===== src/rtl/alu_arbiter.sv =====
// Two-requester round-robin front end for a shared external combinational ALU.
// Each operation is accepted in IDLE, issued for one cycle, and held in RESP until consumed.
module alu_arbiter #(
    parameter int CNT_W = 8
) (
    input  logic             clk,
    input  logic             rst,
    input  logic             req0_valid,
    output logic             req0_ready,
    input  logic [3:0]       req0_opcode,
    input  logic [3:0]       req0_a,
    input  logic [3:0]       req0_b,
    input  logic             req1_valid,
    output logic             req1_ready,
    input  logic [3:0]       req1_opcode,
    input  logic [3:0]       req1_a,
    input  logic [3:0]       req1_b,
    output logic             rsp0_valid,
    input  logic             rsp0_ready,
    output logic             rsp1_valid,
    input  logic             rsp1_ready,
    output logic [3:0]       rsp_data,
    output logic [3:0]       rsp_flags,
    output logic             rsp_err,
    output logic [3:0]       alu_a,
    output logic [3:0]       alu_b,
    output logic [3:0]       alu_opcode,
    output logic             alu_enable,
    input  logic [3:0]       alu_result,
    input  logic [3:0]       alu_flags,
    output logic             busy,
    output logic [CNT_W-1:0] cnt0,
    output logic [CNT_W-1:0] cnt1
);

    typedef enum logic [1:0] {IDLE, ISSUE, RESP} state_t;

    state_t     state, state_nxt;
    logic       ptr;
    logic       any_req;
    logic       grant_sel;
    logic       rsp_done;
    logic       gid_p0;
    logic [3:0] op_p0, a_p0, b_p0;
    logic [3:0] res_p1, flg_p1;
    logic       err_p1;

    function automatic logic [CNT_W-1:0] sat_inc(input logic [CNT_W-1:0] v);
        return (&v) ? v : v + 1'b1;
    endfunction

    function automatic logic bad_opcode(input logic [3:0] op);
        return op > 4'd10;
    endfunction

    // With a single requester the pointer is irrelevant; it only breaks ties.
    always_comb begin
        any_req   = req0_valid | req1_valid;
        grant_sel = (req0_valid & req1_valid) ? ptr : req1_valid;
        rsp_done  = (state == RESP) && (gid_p0 ? rsp1_ready : rsp0_ready);
    end

    always_ff @(posedge clk) begin
        if (rst) state <= IDLE;
        else     state <= state_nxt;
    end

    always_comb begin
        state_nxt  = state;
        req0_ready = 1'b0;
        req1_ready = 1'b0;
        alu_enable = 1'b0;
        alu_a      = 4'd0;
        alu_b      = 4'd0;
        alu_opcode = 4'd0;
        rsp0_valid = 1'b0;
        rsp1_valid = 1'b0;
        case (state)
            IDLE: begin
                if (any_req) begin
                    req0_ready = ~grant_sel;
                    req1_ready = grant_sel;
                    state_nxt  = ISSUE;
                end
            end
            ISSUE: begin
                alu_enable = 1'b1;
                alu_a      = a_p0;
                alu_b      = b_p0;
                alu_opcode = op_p0;
                state_nxt  = RESP;
            end
            RESP: begin
                rsp0_valid = ~gid_p0;
                rsp1_valid = gid_p0;
                if (rsp_done) state_nxt = IDLE;
            end
            default: state_nxt = IDLE;
        endcase
    end

    // Accept stage: capture the granted request
    always_ff @(posedge clk) begin
        if (rst) begin
            gid_p0 <= 1'b0;
            op_p0  <= 4'd0;
            a_p0   <= 4'd0;
            b_p0   <= 4'd0;
        end else if (state == IDLE && any_req) begin
            gid_p0 <= grant_sel;
            op_p0  <= grant_sel ? req1_opcode : req0_opcode;
            a_p0   <= grant_sel ? req1_a : req0_a;
            b_p0   <= grant_sel ? req1_b : req0_b;
        end
    end

    // Issue stage: register the ALU outcome, overriding it for illegal opcodes
    always_ff @(posedge clk) begin
        if (rst) begin
            res_p1 <= 4'd0;
            flg_p1 <= 4'd0;
            err_p1 <= 1'b0;
        end else if (state == ISSUE) begin
            res_p1 <= bad_opcode(op_p0) ? 4'd0 : alu_result;
            flg_p1 <= bad_opcode(op_p0) ? 4'b1000 : alu_flags;
            err_p1 <= bad_opcode(op_p0);
        end
    end

    // Completion: hand priority to the other requester and count the operation
    always_ff @(posedge clk) begin
        if (rst) begin
            ptr  <= 1'b0;
            cnt0 <= '0;
            cnt1 <= '0;
        end else if (rsp_done) begin
            ptr <= ~gid_p0;
            if (gid_p0) cnt1 <= sat_inc(cnt1);
            else        cnt0 <= sat_inc(cnt0);
        end
    end

    assign busy      = (state != IDLE);
    assign rsp_data  = res_p1;
    assign rsp_flags = flg_p1;
    assign rsp_err   = err_p1;

endmodule


===== config.mk =====
export PLATFORM = sky130hd
export DESIGN_NAME = alu_arbiter
export DESIGN_NICKNAME = d
export VERILOG_FILES = /design/src/rtl/alu_arbiter.sv
export SDC_FILE = /design/constraint.sdc
export NUM_CORES = 1
export LEC_CHECK = 0
export CORE_ASPECT_RATIO = 1.75
export CORE_MARGIN = 5
export CORE_UTILIZATION = 45
export DETAILED_ROUTE_END_ITERATION = 6
export PLACE_DENSITY = 0.84
export SLEW_MARGIN = 10
export SYNTH_ARGS = -nofsm -noshare
export SYNTH_HDL_FRONTEND = slang
export SYNTH_SLANG_ARGS = --single-unit

===== constraint.sdc =====
create_clock -name clk -period 2.8 [get_ports clk]
set_input_delay 0.56 -clock clk [delete_from_list [all_inputs] [get_ports clk]]
set_output_delay 0.56 -clock clk [all_outputs]
set_load 0.03 [all_outputs]

==> flow_summary.toml, run 1 <==
[placed_design]
port_buffers = 80
place_area_mm2 = 0.00273
routabilityCongestion = 0.725
dp.final_hpwl_mm = 3.74

[drt]
dr_total_vias = 1824
drc = 0
drtPass1Iterations = 4
vias_per_cell = 5.40
drt_first_iter_violations = 44
detail-route-antenna-nets = 0
drt_wl_total_mm = 4.94
post_drt_wl_per_cell_um = 14.6

[worst_hold_path]
min-delay-path-class = "register to register"
whs_path_depth = 2
hp-start = "a_p0[1]"

[final_layout]
area.growth.synth_to_final_pct = 49.5
fill_cells = 344
final_util_pct = 69.2
n_antenna_cell = 0
drive_above_1_share_pct = 6.92
regArea_um2 = 821
multi_input_area_mm2 = 0.00100
stdcell_area_mm2 = 0.00284
nets = 328

[synthesis]
synth_area_leader_cell = "dfxtp_1"
synth_edf_count = 0
ys_seq_area_share_pct = 43.2
synthMuxAreaShare_pct = 7.89
yosys-top-cells-area = "dfxtp_1 43%, mux2i_1 7.9%, nor2_1 6.9%, and2_1 5.3%, a211oi_1 5.1%"
syn_area_mm2 = 0.00190
synth_ff_type = "dfxtp_1"
synth-compound-area-share_pct = 17.4
synthXorXnorAreaFrac_pct = 3.68
synth_simple_gate_area_share_pct = 22.4
synthesis.instances = 208
synth-seq-cells = 41
synthAdderAreaFrac_pct = 1.32
synthArstFlopShare_pct = 0
syn_nets = 248
syn_area_per_cell_um2 = 9.14
synth_top_family_by_area = "simple AND/OR/NAND/NOR gates"
synth_warnings = 0
synth.top_cell.area_share_pct = 43.2
synthDistinctLibCells = 40

[power]
switchingPower_w = 0.000402
p_leak_nw = 1.12
intPower_w = 0.00104
power.density_mw_per_mm2 = 507
seqPwrFrac_pct = 44.9
vdd_drop_max_mv = 0.450
swShare_pct = 27.9
power_frac_comb_pct = 21.9
p_clk_share_pct = 33.2

[sta]
tightest_slew_ns = 0.422
grt_setup_unrepaired = "no"
relSlewSlack_pct = 71.9
setup-violations-final = 0
finalHoldViolations = 0
tns_ns = 0
finalCritPeriodShare_pct = 91.3
fmax_mhz = 391
slew_viol_final = 0
finClkSkew_ns = 0.00839
min_period_ns = 2.56

[setup_path]
crit_fanout = 16
cp_cell_sequence = "nand2b_1, inv_1, and2_1, clkdlybuf4s50_1"
cp-end-kind = "output port"
cpMaxStageDelayCell = "clkdlybuf4s50_1"
required_ns = 2.24
max_stage_delay_ns = 0.69
crit_path_start_kind = "register"
r2r-start = "gid_p0"
worstSetupPathType = "register to output port"
crit_path_start = "state[1]"
reg2reg_depth = 4
cp.arrival_ns = 2.00

[global_route]
grt_pass1_vias = 1760
antenna_found_initial = 0
grt_usage_pct = 18.0
grt_pass1_wl_mm = 7.79
grt_max_degree = 42
grt_overflow_total = 0

[job]
maxCapViolCount = 0

[clocking]
clock-sinks = 41
cts_buffers = 5
htreeDepth = 2
clock_latency_ns = 0.30
clk_path_buf_depth = 2
hold_buffers = 0
cts_resized = 0
root_buffer = "clkbuf_8"
clk_pin_slew_ns = 0.08
post_cts_buffers = 0
cts_tree = "yes"

[die]
design.core.area_mm2 = 0.00411
pin_count = 81
placementRows = 31
die_x_um = 59.1
die-area_mm2 = 0.00568
die_y_um = 96
start_util_pct = 46.3

[status]
status = "finished, final reports clean"
kinds of logic after synthesis:
kind of cell	after synthesis
xor+xnor	8
buf+inv	16
mux	15
simple gates	80
flops	41
compound gates	46
fa+ha+maj	2
worst paths after layout:
path                                  to  slack, ns
worst max-delay path            alu_a[2]       0.24
worst min register to register   a_p0[1]       0.50
worst min-delay path             a_p0[1]       0.50
worst max register to register   cnt1[5]       1.12
registers in the layout, indices dropped and copies added, names as in the netlist:
register / cells
cnt0: 8
state: 2
ptr: 1
a_p0: 4
b_p0: 4
rsp_flags: 4
cnt1: 8
op_p0: 4
gid_p0: 1
rsp_err: 1
rsp_data: 4
layout make-up:
type	instances	share of cell area (%)
clock buffers	5	2.42
flip-flops and latches	41	28.9
repair buffers	84	29.0
well taps	49	2.16
clock inverters	3	1.63
inverters	5	0.660
multi-input cells	151	35.2
layout by cell type, fill, tap and decap left out, drive strengths merged, types with 6 or more instances in the layout:
master	synthesis	final
clkdlybuf4s50	0	78
dfxtp	41	41
nor2	36	36
and2	16	16
mux2i	15	15
a211oi	13	13
a21oi	9	9
xor2	8	8
a22oi	7	7
buf	6	6
power groups by stage:
| stage | clock [W] | combinational, W | sequential [W] |
|---|---|---|---|
| after detailed placement | 0 | 0.000317 | 0.000661 |
| after floorplan | 0 | 0.000166 | 0.000675 |
| final | 0.000478 | 0.000316 | 0.000647 |
| after CTS | 0.000490 | 0.000320 | 0.000648 |
| after global routing | 0.000514 | 0.000338 | 0.000653 |
| after global placement | 0 | 0.000311 | 0.000659 |
Yosys cell counts (all sizes together) (3+ instances only):
cell    number
or3          3
nor2        36
o31ai        3
a211oi      13
nand2        3
o211ai       3
xor2         8
a21oi        9
inv          5
or4          3
a22oi        7
and2        16
nand3        5
buf          6
mux2i       15
dfxtp       41
o21ai        5
clkbuf       5
stage by stage:
step                      setup slack [ns]  hold WS [ns]  instances  power, W
final                                0.244         0.498        338   0.00144
after CTS                            0.230         0.500        338   0.00146
after detailed placement             0.509         0.492        330  0.000978
after global routing                0.0994         0.520        338   0.00151
after global placement               0.584         0.477        330  0.000971
after floorplan                      0.724         0.474        208  0.000841
metal layers:
layer	vias to the layer above	GRT usage, %	share of wire, %
met4	0	7.56	2.3
met3	8	5.77	5.8
met5	-	0	0
li1	899	-	-
met1	866	15.9	35
met2	51	35.5	57
critical path: cells and delay by family, from the launching register on:
kind	cells	cell delay (ns)
buffers and inverters	2	0.99
and+or+nand+nor	2	0.37
DFF	1	0.34
No activity file was read; power rests on OpenSTA's default activity.
==> run 2: changes to the inputs <==
--- a/config.mk
+++ b/config.mk
@@ -7,9 +7,10 @@
 export LEC_CHECK = 0
 export CORE_ASPECT_RATIO = 1.75
 export CORE_MARGIN = 5
-export CORE_UTILIZATION = 45
+export CORE_UTILIZATION = 35
 export DETAILED_ROUTE_END_ITERATION = 6
-export PLACE_DENSITY = 0.84
+export GPL_TIMING_DRIVEN = 0
+export PLACE_DENSITY = 0.68
 export SLEW_MARGIN = 10
 export SYNTH_ARGS = -nofsm -noshare
 export SYNTH_HDL_FRONTEND = slang
==> run 2 against run 1 <==
Sequential power about the same. Sequential cell count unchanged. Die area up 24%. Clock skew about the same. Critical endpoint is now req0_ready.
==> flow_summary.toml, run 2 (same netlist as run 1, synthesis figures left out) <==
[clocking]
hold_buffers = 0
cts_resized = 12
post_cts_buffers = 0
root_buffer = "clkbuf_8"
clock-sinks = 41
cts_buffers = 5
clk_pin_slew_ns = 0.07
clock_latency_ns = 0.29
cts_tree = "yes"
htreeDepth = 2
clk_path_buf_depth = 2

[placed_design]
port_buffers = 80
dp.final_hpwl_mm = 4.10
routabilityCongestion = 0.771
place_inst = 362

[final_layout]
area.growth.synth_to_final_pct = 52.1
reg_top3 = "cnt0 (8), cnt1 (8)"
n_antenna_cell = 0
final_cell_mix = "70 x clkdlybuf4s50_1, 41 x dfxtp_1, 35 x nor2_1"
fill_cells = 523
regArea_um2 = 821
final_common_cell = "clkdlybuf4s50_1"
final_util_pct = 54.6
drive_above_1_share_pct = 7.09
multi_input_area_mm2 = 0.00101
nets = 335
final_cells = 370

[power]
vdd_drop_max_mv = 0.353
p_leak_nw = 1.18
power.density_mw_per_mm2 = 479
power_w = 0.00139

[die]
die_x_um = 65.7
pin_count = 81
start_util_pct = 35.9
die-area_mm2 = 0.00707
die_y_um = 108
placementRows = 35
design.core.area_mm2 = 0.00530

[status]
status = "finished, final reports clean"

[setup_path]
required_ns = 2.24
reg2reg_depth = 6
rrSetupSlack_ns = 1.26
crit_path_start = "req0_valid"
crit_path_start_kind = "input pin"
crit_fanout = 10
timing.rr.end = "cnt1[3]"
cp.arrival_ns = 2.16
r2r-start = "cnt1[0]"
endpoint = "req0_ready"
worstSetupPathType = "input pin to output port"
cp-end-kind = "output port"

[sta]
setup-violations-final = 0
finClkSkew_ns = 0.00791
tightest_slew_ns = 0.480
finalCritPeriodShare_pct = 97.0
tns_ns = 0
relSlewSlack_pct = 68.0
slew_viol_final = 0
grt_setup_unrepaired = "no"
fmax_mhz = 368
min_period_ns = 2.72
finalHoldViolations = 0

[global_route]
grt_pass1_vias = 1777
grt_usage_pct = 15.3
grt_max_degree = 13
antenna_found_initial = 0
grt_pass1_wl_mm = 8.42
grt_overflow_total = 0

[worst_hold_path]
min-delay-path-class = "register to register"

[job]
maxCapViolCount = 0

[drt]
vias_per_cell = 4.91
dr_total_vias = 1816
post_drt_wl_per_cell_um = 14.2
drt_first_iter_violations = 68
drtPass1Iterations = 4
detail-route-antenna-nets = 0
drt_wl_total_mm = 5.27
drc = 0
==> run 2: cell types whose count changed in the layout (fill, tap and decap cells not counted), sizes merged <==
cell and delta:
dlygate4sd2 +10, clkinvlp -1, clkbuf +7, bufinv -1, clkdlybuf4s50 -8
==> run 2: worst min path at each step <==
stage	start	end	slack [ns]	depth (start not counted)
finish	a_p0[3]	a_p0[3]	0.49	2
global route	a_p0[3]	a_p0[3]	0.52	2
CTS	a_p0[3]	a_p0[3]	0.50	2
detailed placement	a_p0[3]	a_p0[3]	0.49	2
global placement	cnt1[7]	cnt1[7]	0.48	2
floorplan	a_p0[0]	a_p0[0]	0.47	2
==> run 2: power breakdown <==
part	internal, W	switching (W)
clock	0.000223	0.000197
combinational	0.000151	0.000169
sequential	0.000622	0.0000248
==> run 2: stage by stage <==
step,worst slack [ns],hold slack (ns),area [µm²]
2_1_floorplan,0.724,0.474,1900
3_3_place_gp,-0.270,0.479,2800
3_5_place_dp,-0.294,0.487,2800
4_1_cts,0.0626,0.497,2890
5_1_grt,0.00228,0.517,2890
6_report,0.0835,0.494,2890
==> run 2: routing by layer <==
metal  vias to the layer above  GRT usage [%]  wire length (µm)
met5                         -              0                 0
met4                         0           5.93                47
met3                         2           2.82               221
met1                       859           16.4              1990
li1                        910              -                 -
met2                        45           28.4              3010
==> run 2: worst max-delay path: stages <==
cell and delay (ns):
clkdlybuf4s50_1 0.48, inv_1 0.07, o21ai_4 0.25, buf_4 0.26, and2_1 0.14, dlygate4sd2_1 0.40
==> run 2: area by class of cell <==
| class | count | area share, % |
|---|---|---|
| Clock buffer | 7 | 3.33 |
| Multi-Input combinational cell | 151 | 34.9 |
| Tap cell | 74 | 3.20 |
| Inverter | 5 | 0.649 |
| Clock inverter | 1 | 0.173 |
| Timing Repair Buffer | 80 | 27.2 |
| Buffer | 11 | 2.12 |
| Sequential cell | 41 | 28.4 |
